**src/rtl/display_bitplane_scanner_if.sv**
```systemverilog
// Pin-side bundle of the BCM panel scanner: pixel buffer read port plus HUB75 panel outputs.
// The scanner is the master; the buffer/panel side is the slave.
interface display_bitplane_scanner_if #(
  parameter int segments = 2,
  parameter int bitwidth = 8,
  parameter int columns  = 64,
  parameter int rowbits  = 5
);
  localparam int colbits = $clog2(columns);

  logic                             enable;
  logic [rowbits+colbits-1:0]       pixel_addr;
  logic [segments*3*bitwidth-1:0]   cpixel;
  logic [segments*3-1:0]            display_rgb;
  logic                             display_clk;
  logic                             display_latch;
  logic                             display_oe_n;
  logic [rowbits-1:0]               display_row;

  modport master (
    input  enable, cpixel,
    output pixel_addr, display_rgb, display_clk, display_latch, display_oe_n, display_row
  );

  modport slave (
    output enable, cpixel,
    input  pixel_addr, display_rgb, display_clk, display_latch, display_oe_n, display_row
  );
endinterface

```
**src/rtl/display_bitplane_scanner.sv**
```systemverilog
// HUB75 panel driver using binary code modulation: per row and bit plane it shifts one column
// bit per channel, latches, then lights the panel for a time weighted by the plane significance.
module display_bitplane_scanner #(
  parameter int segments    = 2,
  parameter int bitwidth    = 8,
  parameter int columns     = 64,
  parameter int rowbits     = 5,
  parameter int base_cycles = 1
) (
  input  logic                         clk,
  input  logic                         rst_n,
  display_bitplane_scanner_if.master   bus
);
  localparam int colbits = $clog2(columns);
  localparam int cw      = $clog2(base_cycles) + bitwidth;
  localparam int sw      = $clog2(2*columns + 2);
  localparam int pw      = (bitwidth > 1) ? $clog2(bitwidth) : 1;

  localparam logic [sw-1:0] last_step  = sw'(2*columns + 1);
  localparam logic [sw-1:0] last_fetch = sw'(2*columns - 1);
  localparam logic [pw-1:0] last_plane = pw'(bitwidth - 1);

  typedef enum logic [2:0] {IDLE, SHIFT, BLANK, LATCH, DISPLAY} state_t;

  state_t               state;
  logic [sw-1:0]        step;
  logic [cw-1:0]        dcnt;
  logic [pw-1:0]        plane;
  logic [rowbits-1:0]   row;

  logic [cw-1:0]        disp_len;
  logic [rowbits-1:0]   row_adv;
  logic [colbits-1:0]   next_col;

  // Picks the current plane bit of R, G and B for every segment (R is the top field).
  function automatic logic [segments*3-1:0] plane_bits(
    input logic [segments*3*bitwidth-1:0] px,
    input logic [pw-1:0]                  p
  );
    logic [segments*3-1:0] b;
    logic [3*bitwidth-1:0] seg;
    logic [bitwidth-1:0]   r, g, bl;
    b = '0;
    for (int s = 0; s < segments; s++) begin
      seg = px[s*3*bitwidth +: 3*bitwidth];
      r   = seg[2*bitwidth +: bitwidth];
      g   = seg[bitwidth +: bitwidth];
      bl  = seg[0 +: bitwidth];
      b[3*s+2] = r[p];
      b[3*s+1] = g[p];
      b[3*s]   = bl[p];
    end
    return b;
  endfunction

  assign disp_len = cw'(base_cycles) << plane;
  assign row_adv  = (plane == last_plane) ? row + rowbits'(1) : row;
  assign next_col = step[colbits:1] + colbits'(1);

  always_ff @(posedge clk or negedge rst_n) begin
    if (!rst_n) begin
      state             <= IDLE;
      step              <= '0;
      dcnt              <= '0;
      plane             <= '0;
      row               <= '0;
      bus.pixel_addr    <= '0;
      bus.display_rgb   <= '0;
      bus.display_clk   <= 1'b0;
      bus.display_latch <= 1'b0;
      bus.display_oe_n  <= 1'b1;
      bus.display_row   <= '0;
    end else begin
      case (state)
        IDLE: begin
          bus.display_oe_n  <= 1'b1;
          bus.display_clk   <= 1'b0;
          bus.display_latch <= 1'b0;
          if (bus.enable) begin
            state          <= SHIFT;
            step           <= '0;
            bus.pixel_addr <= {row, colbits'(0)};
          end
        end
        SHIFT: begin
          step <= step + sw'(1);
          // Even step >= 2 raises the panel clock for the following odd step, when the
          // column captured one step earlier is stable on display_rgb.
          bus.display_clk <= (!step[0]) && (step >= sw'(2));
          if (step[0]) begin
            bus.display_rgb <= plane_bits(bus.cpixel, plane);
            if (step < last_fetch)
              bus.pixel_addr <= {row, next_col};
          end
          if (step == last_step) begin
            state           <= BLANK;
            bus.display_clk <= 1'b0;
          end
        end
        BLANK: begin
          bus.display_row   <= row;
          bus.display_latch <= 1'b1;
          state             <= LATCH;
        end
        LATCH: begin
          bus.display_latch <= 1'b0;
          bus.display_oe_n  <= 1'b0;
          dcnt              <= '0;
          state             <= DISPLAY;
        end
        DISPLAY: begin
          dcnt <= dcnt + cw'(1);
          if (dcnt == disp_len - cw'(1)) begin
            bus.display_oe_n <= 1'b1;
            plane            <= (plane == last_plane) ? '0 : plane + pw'(1);
            row              <= row_adv;
            if (bus.enable) begin
              state          <= SHIFT;
              step           <= '0;
              bus.pixel_addr <= {row_adv, colbits'(0)};
            end else begin
              state <= IDLE;
            end
          end
        end
        default: state <= IDLE;
      endcase
    end
  end
endmodule
```
**src/flat_wrapper.sv**
```systemverilog
// flat-port wrapper written by rule: the top's interface ports become plain ports
module display_bitplane_scanner_flat 
#(
  parameter int segments    = 2,
  parameter int bitwidth    = 8,
  parameter int columns     = 64,
  parameter int rowbits     = 5,
  parameter int base_cycles = 1
)
  (clk, rst_n, bus_enable, bus_cpixel, bus_pixel_addr, bus_display_rgb, bus_display_clk, bus_display_latch, bus_display_oe_n, bus_display_row);
  display_bitplane_scanner_if #(.segments(segments), .bitwidth(bitwidth), .columns(columns), .rowbits(rowbits)) bus_i ();
  input  logic clk;
  input  logic rst_n;
  input wire logic [$bits(bus_i.enable)-1:0] bus_enable;
  input wire logic [$bits(bus_i.cpixel)-1:0] bus_cpixel;
  output wire logic [$bits(bus_i.pixel_addr)-1:0] bus_pixel_addr;
  output wire logic [$bits(bus_i.display_rgb)-1:0] bus_display_rgb;
  output wire logic [$bits(bus_i.display_clk)-1:0] bus_display_clk;
  output wire logic [$bits(bus_i.display_latch)-1:0] bus_display_latch;
  output wire logic [$bits(bus_i.display_oe_n)-1:0] bus_display_oe_n;
  output wire logic [$bits(bus_i.display_row)-1:0] bus_display_row;
  assign bus_i.enable = bus_enable;
  assign bus_i.cpixel = bus_cpixel;
  assign bus_pixel_addr = bus_i.pixel_addr;
  assign bus_display_rgb = bus_i.display_rgb;
  assign bus_display_clk = bus_i.display_clk;
  assign bus_display_latch = bus_i.display_latch;
  assign bus_display_oe_n = bus_i.display_oe_n;
  assign bus_display_row = bus_i.display_row;
  display_bitplane_scanner #(.segments(segments), .bitwidth(bitwidth), .columns(columns), .rowbits(rowbits), .base_cycles(base_cycles)) u_core (.clk(clk), .rst_n(rst_n), .bus(bus_i));
endmodule
```
**config.mk**
```make
export PLATFORM = sky130hd
export DESIGN_NAME = display_bitplane_scanner_flat
export DESIGN_NICKNAME = d
export VERILOG_FILES = /design/src/rtl/display_bitplane_scanner_if.sv /design/src/rtl/display_bitplane_scanner.sv /design/src/flat_wrapper.sv
export SDC_FILE = /design/constraint.sdc
export NUM_CORES = 1
export LEC_CHECK = 0
export CORE_UTILIZATION = 52
export CTS_BUF_LIST = sky130_fd_sc_hd__clkbuf_2
export DETAILED_ROUTE_END_ITERATION = 12
export HOLD_SLACK_MARGIN = 0.03
export PLACE_DENSITY = 0.83
export RECOVER_POWER = 50
export SYNTH_ARGS = -nofsm -noshare
export SYNTH_HDL_FRONTEND = slang
export SYNTH_SLANG_ARGS = --single-unit
```
**constraint.sdc**
```tcl
create_clock -name clk -period 3.8 [get_ports clk]
set_input_delay 0.76 -clock clk [delete_from_list [all_inputs] [get_ports clk]]
set_output_delay 0.76 -clock clk [all_outputs]
set_load 0.02 [all_outputs]
```
# Yosys cells after proc, flatten, opt, wreduce, memory -nomap -nowiden
# Cells that the tools add are included.
[totals]
romBits = 0
word_cells = 83
memories = 0
output_inout_bits = 25
latchBits = 0
ram_bits = 0
register_bits = 52
[classes]
n_reduce_logical = 15
n_eq_ne = 13
order_cmp = 3
mux = 34
n_bitwise = 0
addsub = 6
div = 0
multipliers = 0
n_shift = 1
[op_table]
columns = ["cell", "n"]
rows = [
  ["11-bit two-way mux", 5],
  ["11-bit case mux with 3 select lines", 1],
  ["8-bit case mux with 3 select lines", 1],
  ["1-bit binary-select mux with 3-bit select", 6],
  ["8-bit by 1-bit adder with 8-bit output, second input constant", 2],
  ["8-bit two-way mux", 2],
  ["8-bit case mux with 2 select lines", 1],
  ["3-bit case mux with 5 select lines", 1],
  ["3-bit two-way mux", 4],
  ["1-bit two-way mux", 9],
  ["8-bit equality test", 1],
  ["8-bit equality test, second input constant", 1],
  ["8-bit by 2-bit >= comparator with 1-bit output, second input constant", 1],
  ["8-bit by 7-bit less-than comparator with 1-bit output, second input constant", 1],
  ["2-bit by 1-bit != test with 1-bit output, second input constant", 4],
  ["2-bit AND reduction", 4],
  ["1-bit by 3-bit << shifter with 8-bit output, first input constant", 1],
  ["8-bit by 1-bit subtractor with 8-bit output, second input constant", 1],
  ["6-bit by 1-bit adder with 6-bit output, second input constant", 1],
  ["3-bit by 2-bit equality test with 1-bit output, second input constant", 2],
  ["3-bit equality test, second input constant", 2],
  ["6-bit AND reduction", 1],
  ["2-bit nonzero test", 3],
  ["3-bit nonzero test", 2],
  ["other kinds (13)", 15],
]

# Logic depth before layout (Yosys ltp)
[logic_depth]
depth_word = 5
mapped_depth = 13

# Worst setup path after synthesis
# OpenSTA, ideal clock, no wires.
[synth_timing]
path_kind = "flip-flop to flip-flop"
from = "register u_core.plane[0]"
to = "register u_core.bus.pixel_addr[6]"
path_slack_ns = 0.634
setup_time_ns = 0.125
stages_incl_launch_ff = 14
required_time_ns = 3.675
arrival_time_ns = 3.040
path_cell_list = "dfrtp_1 clkbuf_1 buf_2 inv_1 ha_1 nand2b_1 ha_1 nor2b_1 mux2i_1 xnor2_1 nand3_4 o21ai_4 buf_6 mux2_4"
[synth_via]
elab_chain_cells = 5
[synth_lines]
columns = ["item", "line_no", "text"]
rows = [
  ["start, declared", "display_bitplane_scanner.sv:28", "logic [pw-1:0] plane;"],
  ["start signal, assigned", "display_bitplane_scanner.sv:115", "plane <= (plane == last_plane) ? '0 : plane + pw'(1);"],
  ["1-bit by 3-bit << shifter with 8-bit output or 3-bit equality test (tied branches)", "display_bitplane_scanner.sv:56, display_bitplane_scanner.sv:57", ""],
  ["8-bit by 1-bit subtractor with 8-bit output or 5-bit two-way mux (tied branches)", "display_bitplane_scanner.sv:113, display_bitplane_scanner.sv:57", ""],
  ["8-bit equality test or 11-bit two-way mux (tied branches)", "display_bitplane_scanner.sv:113, display_bitplane_scanner.sv:117", ""],
  ["2-bit by 1-bit != test with 1-bit output (no line) or 11-bit two-way mux (tied branches)", "n/a", ""],
  ["6-bit AND reduction (no line) or 11-bit case mux with 3 select lines (tied branches)", "n/a", ""],
  ["end signal, assigned", "display_bitplane_scanner.sv:82", "bus.pixel_addr <= {row, colbits'(0)};"],
  ["end signal, assigned", "display_bitplane_scanner.sv:93", "bus.pixel_addr <= {row, next_col};"],
  ["end signal, assigned", "display_bitplane_scanner.sv:120", "bus.pixel_addr <= {row_adv, colbits'(0)};"],
  ["end, declared", "display_bitplane_scanner_if.sv:22", "output pixel_addr, display_rgb, display_clk, display_latch, display_oe_n, display_row"],
]
# Parallel ways exist; a longest one is shown, timed or not. The select of a mux whose other input is x is not followed.
# A chain may end at the register's enable or synchronous reset.

# Worst setup path after layout
[layout_timing]
from = "register u_core.plane[1]"
to = "register u_core.bus.pixel_addr[10]"
# Same word-level chain as after synthesis.

==> metrics.cfg <==
[finish]
drive_gt1_share_pct=10.28
final_common_cell=clkdlybuf4s50_1
fill_cells=475
multi_input_area_mm2=0.001819
nNetsFinal=452
seq_area_mm2=0.001303
n_antenna_cell=0
final_cell_mix=74 x clkdlybuf4s50_1, 51 x dfrtp_1, 43 x nand2_1
area_growth_pct=25.87
fin_util_pct=68.59

[cts]
cts_tree=built
root_buffer=clkbuf_2
cts_resized=0
htreeDepth=2
cts_buffer_depth=2
cts_sinks=52
clock_latency_ns=0.44
clkSlewWorstSetupHoldPaths_ns=0.25
numCtsBuffers=5
hold_buffers=0
postCtsSetupBuffers=0

[timing]
hold_viol=0
rsz0062_at_grt=no
setup_viol=0
setup_tns_ns=0
slew_headroom_pct=-5.763
maxSlewViolCount=32
layout_worst_path_cycle_share_pct=84.69
fin_skew_ns=0.01254
fin_hold_ws_ns=0.4975
worstMarginPinSlew_ns=1.586
max_freq_ghz=0.3107
layout_min_cycle_time_ns=3.218

[detailed_routing]
viasPerCell=5.845
vias=2712
wire_per_inst_um=15.46
drt_pass1_iterations=4
postRouteWirelength_mm=7.175
drt-initial-drc-count=141
drc=0
drtAntennaViolNets=0

[global_routing]
grt_usage_pct=24.27
grt_pass1_vias=2694
grt-ovfl-total=0
grt_pass1_wl_mm=12.05
antenna_found_initial=0
grt_max_degree=32

[die]
initial_utilization_pct=54.50
ioPinCount=76
core-area_mm2=0.005956
die_h_um=81.01
die_x_um=81.01
num_rows=28
dieArea_mm2=0.006562

[logic_synthesis]
ys.flop_type=dfrtp_1
synth_nets=384
syn_area_mm2=0.003246
avgSynthCellArea_um2=10.14
synth-async-reset-ratio_pct=100.0
synth-seq-cells=52
ys_warn_count=0
ys_seq_area_share_pct=40.13
synth_edf_count=0
postSynthCellCount=320
ys_types=54

[status]
status=finished, violations left
violations=max-capacitance violations, max-slew violations

[critical_path]
cpPeakStageDelay_ns=0.74
cpLargestDelayFamily=flip-flops
crit_type=reg2reg
arrival_ns=3.58
cp.buffers_inverters=1
required_ns=4.16
startpoint_type=flip-flop
crit_chain=inv_1 -> ha_1 -> nand2b_1 -> ha_1 -> nor2b_1 -> mux2i_1 -> xnor2_1 -> nand3_4 -> o21ai_4 -> mux2_1
cp-end-kind=flip-flop
cp_slowest_cell=dfrtp_1
critical_path.most_common_cell=ha_1
cp_max_fo=15

[worst_hold_path]
min_path_type=in2async

[power]
p_leak_nw=1.726
power_density_mw_per_mm2=524.8
ir_worst_vdd_v=0.0003468
power_mw=2.144

[place]
hpwl_mm=5.577
globalplace.congestion=0.8873
io_buffer_count=75

[run]
cap_violations=1

-- flip-flops by register name, indices dropped and copies added (netlist names) --
| signal | cells |
|---|---|
| u_core.bus.display_clk | 1 |
| u_core.step | 8 |
| u_core.bus.display_oe_n | 1 |
| u_core.state | 3 |
| u_core.bus.display_row | 5 |
| u_core.plane | 3 |
| u_core.row | 5 |
| u_core.bus.display_rgb | 6 |
| u_core.dcnt | 8 |
| u_core.bus.display_latch | 1 |
| u_core.bus.pixel_addr | 11 |
-- path summary, 6_finish.rpt --
| kind | start | endpoint | slack (ns) | cells after the start |
|---|---|---|---|---|
| max | u_core.plane[1] | u_core.bus.pixel_addr[10] | 0.58 | 10 |
| min | rst_n | u_core.step[3] | 0.50 | 1 |
| max reg2reg | u_core.plane[1] | u_core.bus.pixel_addr[10] | 0.58 | 10 |
| min reg2reg | u_core.dcnt[7] | u_core.dcnt[7] | 0.53 | 1 |
| max in group asynchronous | rst_n | u_core.row[0] | 1.26 | 2 |
| min in group clk | u_core.dcnt[7] | u_core.dcnt[7] | 0.53 | 1 |
-- worst register-to-register path, cell delays in order (launching register included) --
cell,delay (ns)
dfrtp_1,0.74
inv_1,0.16
ha_1,0.30
nand2b_1,0.14
ha_1,0.19
nor2b_1,0.21
mux2i_1,0.24
xnor2_1,0.19
nand3_4,0.20
o21ai_4,0.40
mux2_1,0.37
-- logic make-up (layout without fill, tap and decap cells) --
family          after synthesis  in the layout  share of synthesized area (%)
simple gates                110            110                          16.96
buf+inv                      29             98                          3.816
compound gates               61             61                          12.41
fa+ha+maj                    13             13                          5.012
xor+xnor                     24             24                          6.476
flops                        52             52                          40.13
mux                          31             31                          15.19
-- where the power goes --
part           internal, mW  total [mW]  switching [mW]
sequential            0.673       0.821           0.148
clock                 0.113       0.285           0.172
combinational         0.470        1.04           0.568
total                  1.26        2.14           0.888
-- Yosys cell counts, types with 2 or more instances --
cell type	number	area, um^2
a21boi_0	2	15.01
a21o_1	3	22.52
a21oi_1	6	30.03
a31oi_1	7	43.79
and3_1	2	12.51
buf_2	3	15.01
clkbuf_1	10	37.54
dfrtp_1	51	1276
ha_1	13	162.7
inv_1	12	45.04
mux2_1	4	45.04
mux2_2	6	67.56
mux2_4	4	60.06
mux2i_1	5	50.05
mux4_2	12	270.3
nand2_1	43	161.4
nand2b_1	5	31.28
nand3_1	8	40.04
nand4_1	5	31.28
nor2_1	22	82.58
nor2b_1	5	31.28
nor3_1	8	40.04
nor3b_2	2	25.02
o211ai_1	2	15.01
o21ai_0	18	90.09
o21bai_1	2	15.01
o221ai_1	2	17.52
o22ai_1	7	43.79
o31a_1	2	17.52
o31ai_1	3	22.52
xnor2_1	13	113.9
xor2_1	11	96.34
-- layout make-up --
cell class,instances,share of cell area [%]
Sequential cell,52,31.88
Inverter,13,1.194
Timing Repair Buffer,77,18.50
Tap cell,75,2.297
Multi-Input combinational cell,239,44.53
Clock buffer,6,0.7351
Clock inverter,2,0.8576
-- layer usage --
metal	track usage, %	vias to the layer above	share of wire (%)
met3	5.506	25	5.6
li1	-	1278	-
met4	12.50	0	3.7
met2	41.76	114	51
met1	28.18	1295	40
met5	0	-	0
-- stage by stage --
step                cell area, um^2  instances  setup slack [ns]
global placement               4025        456            0.7346
global route                   4085        464            0.2432
floorplan                      3246        320            0.6344
detailed placement             4025        456            0.5972
CTS                            4090        464            0.5917
finish                         4085        464            0.5818
No activity file was read; power rests on OpenSTA's default activity.
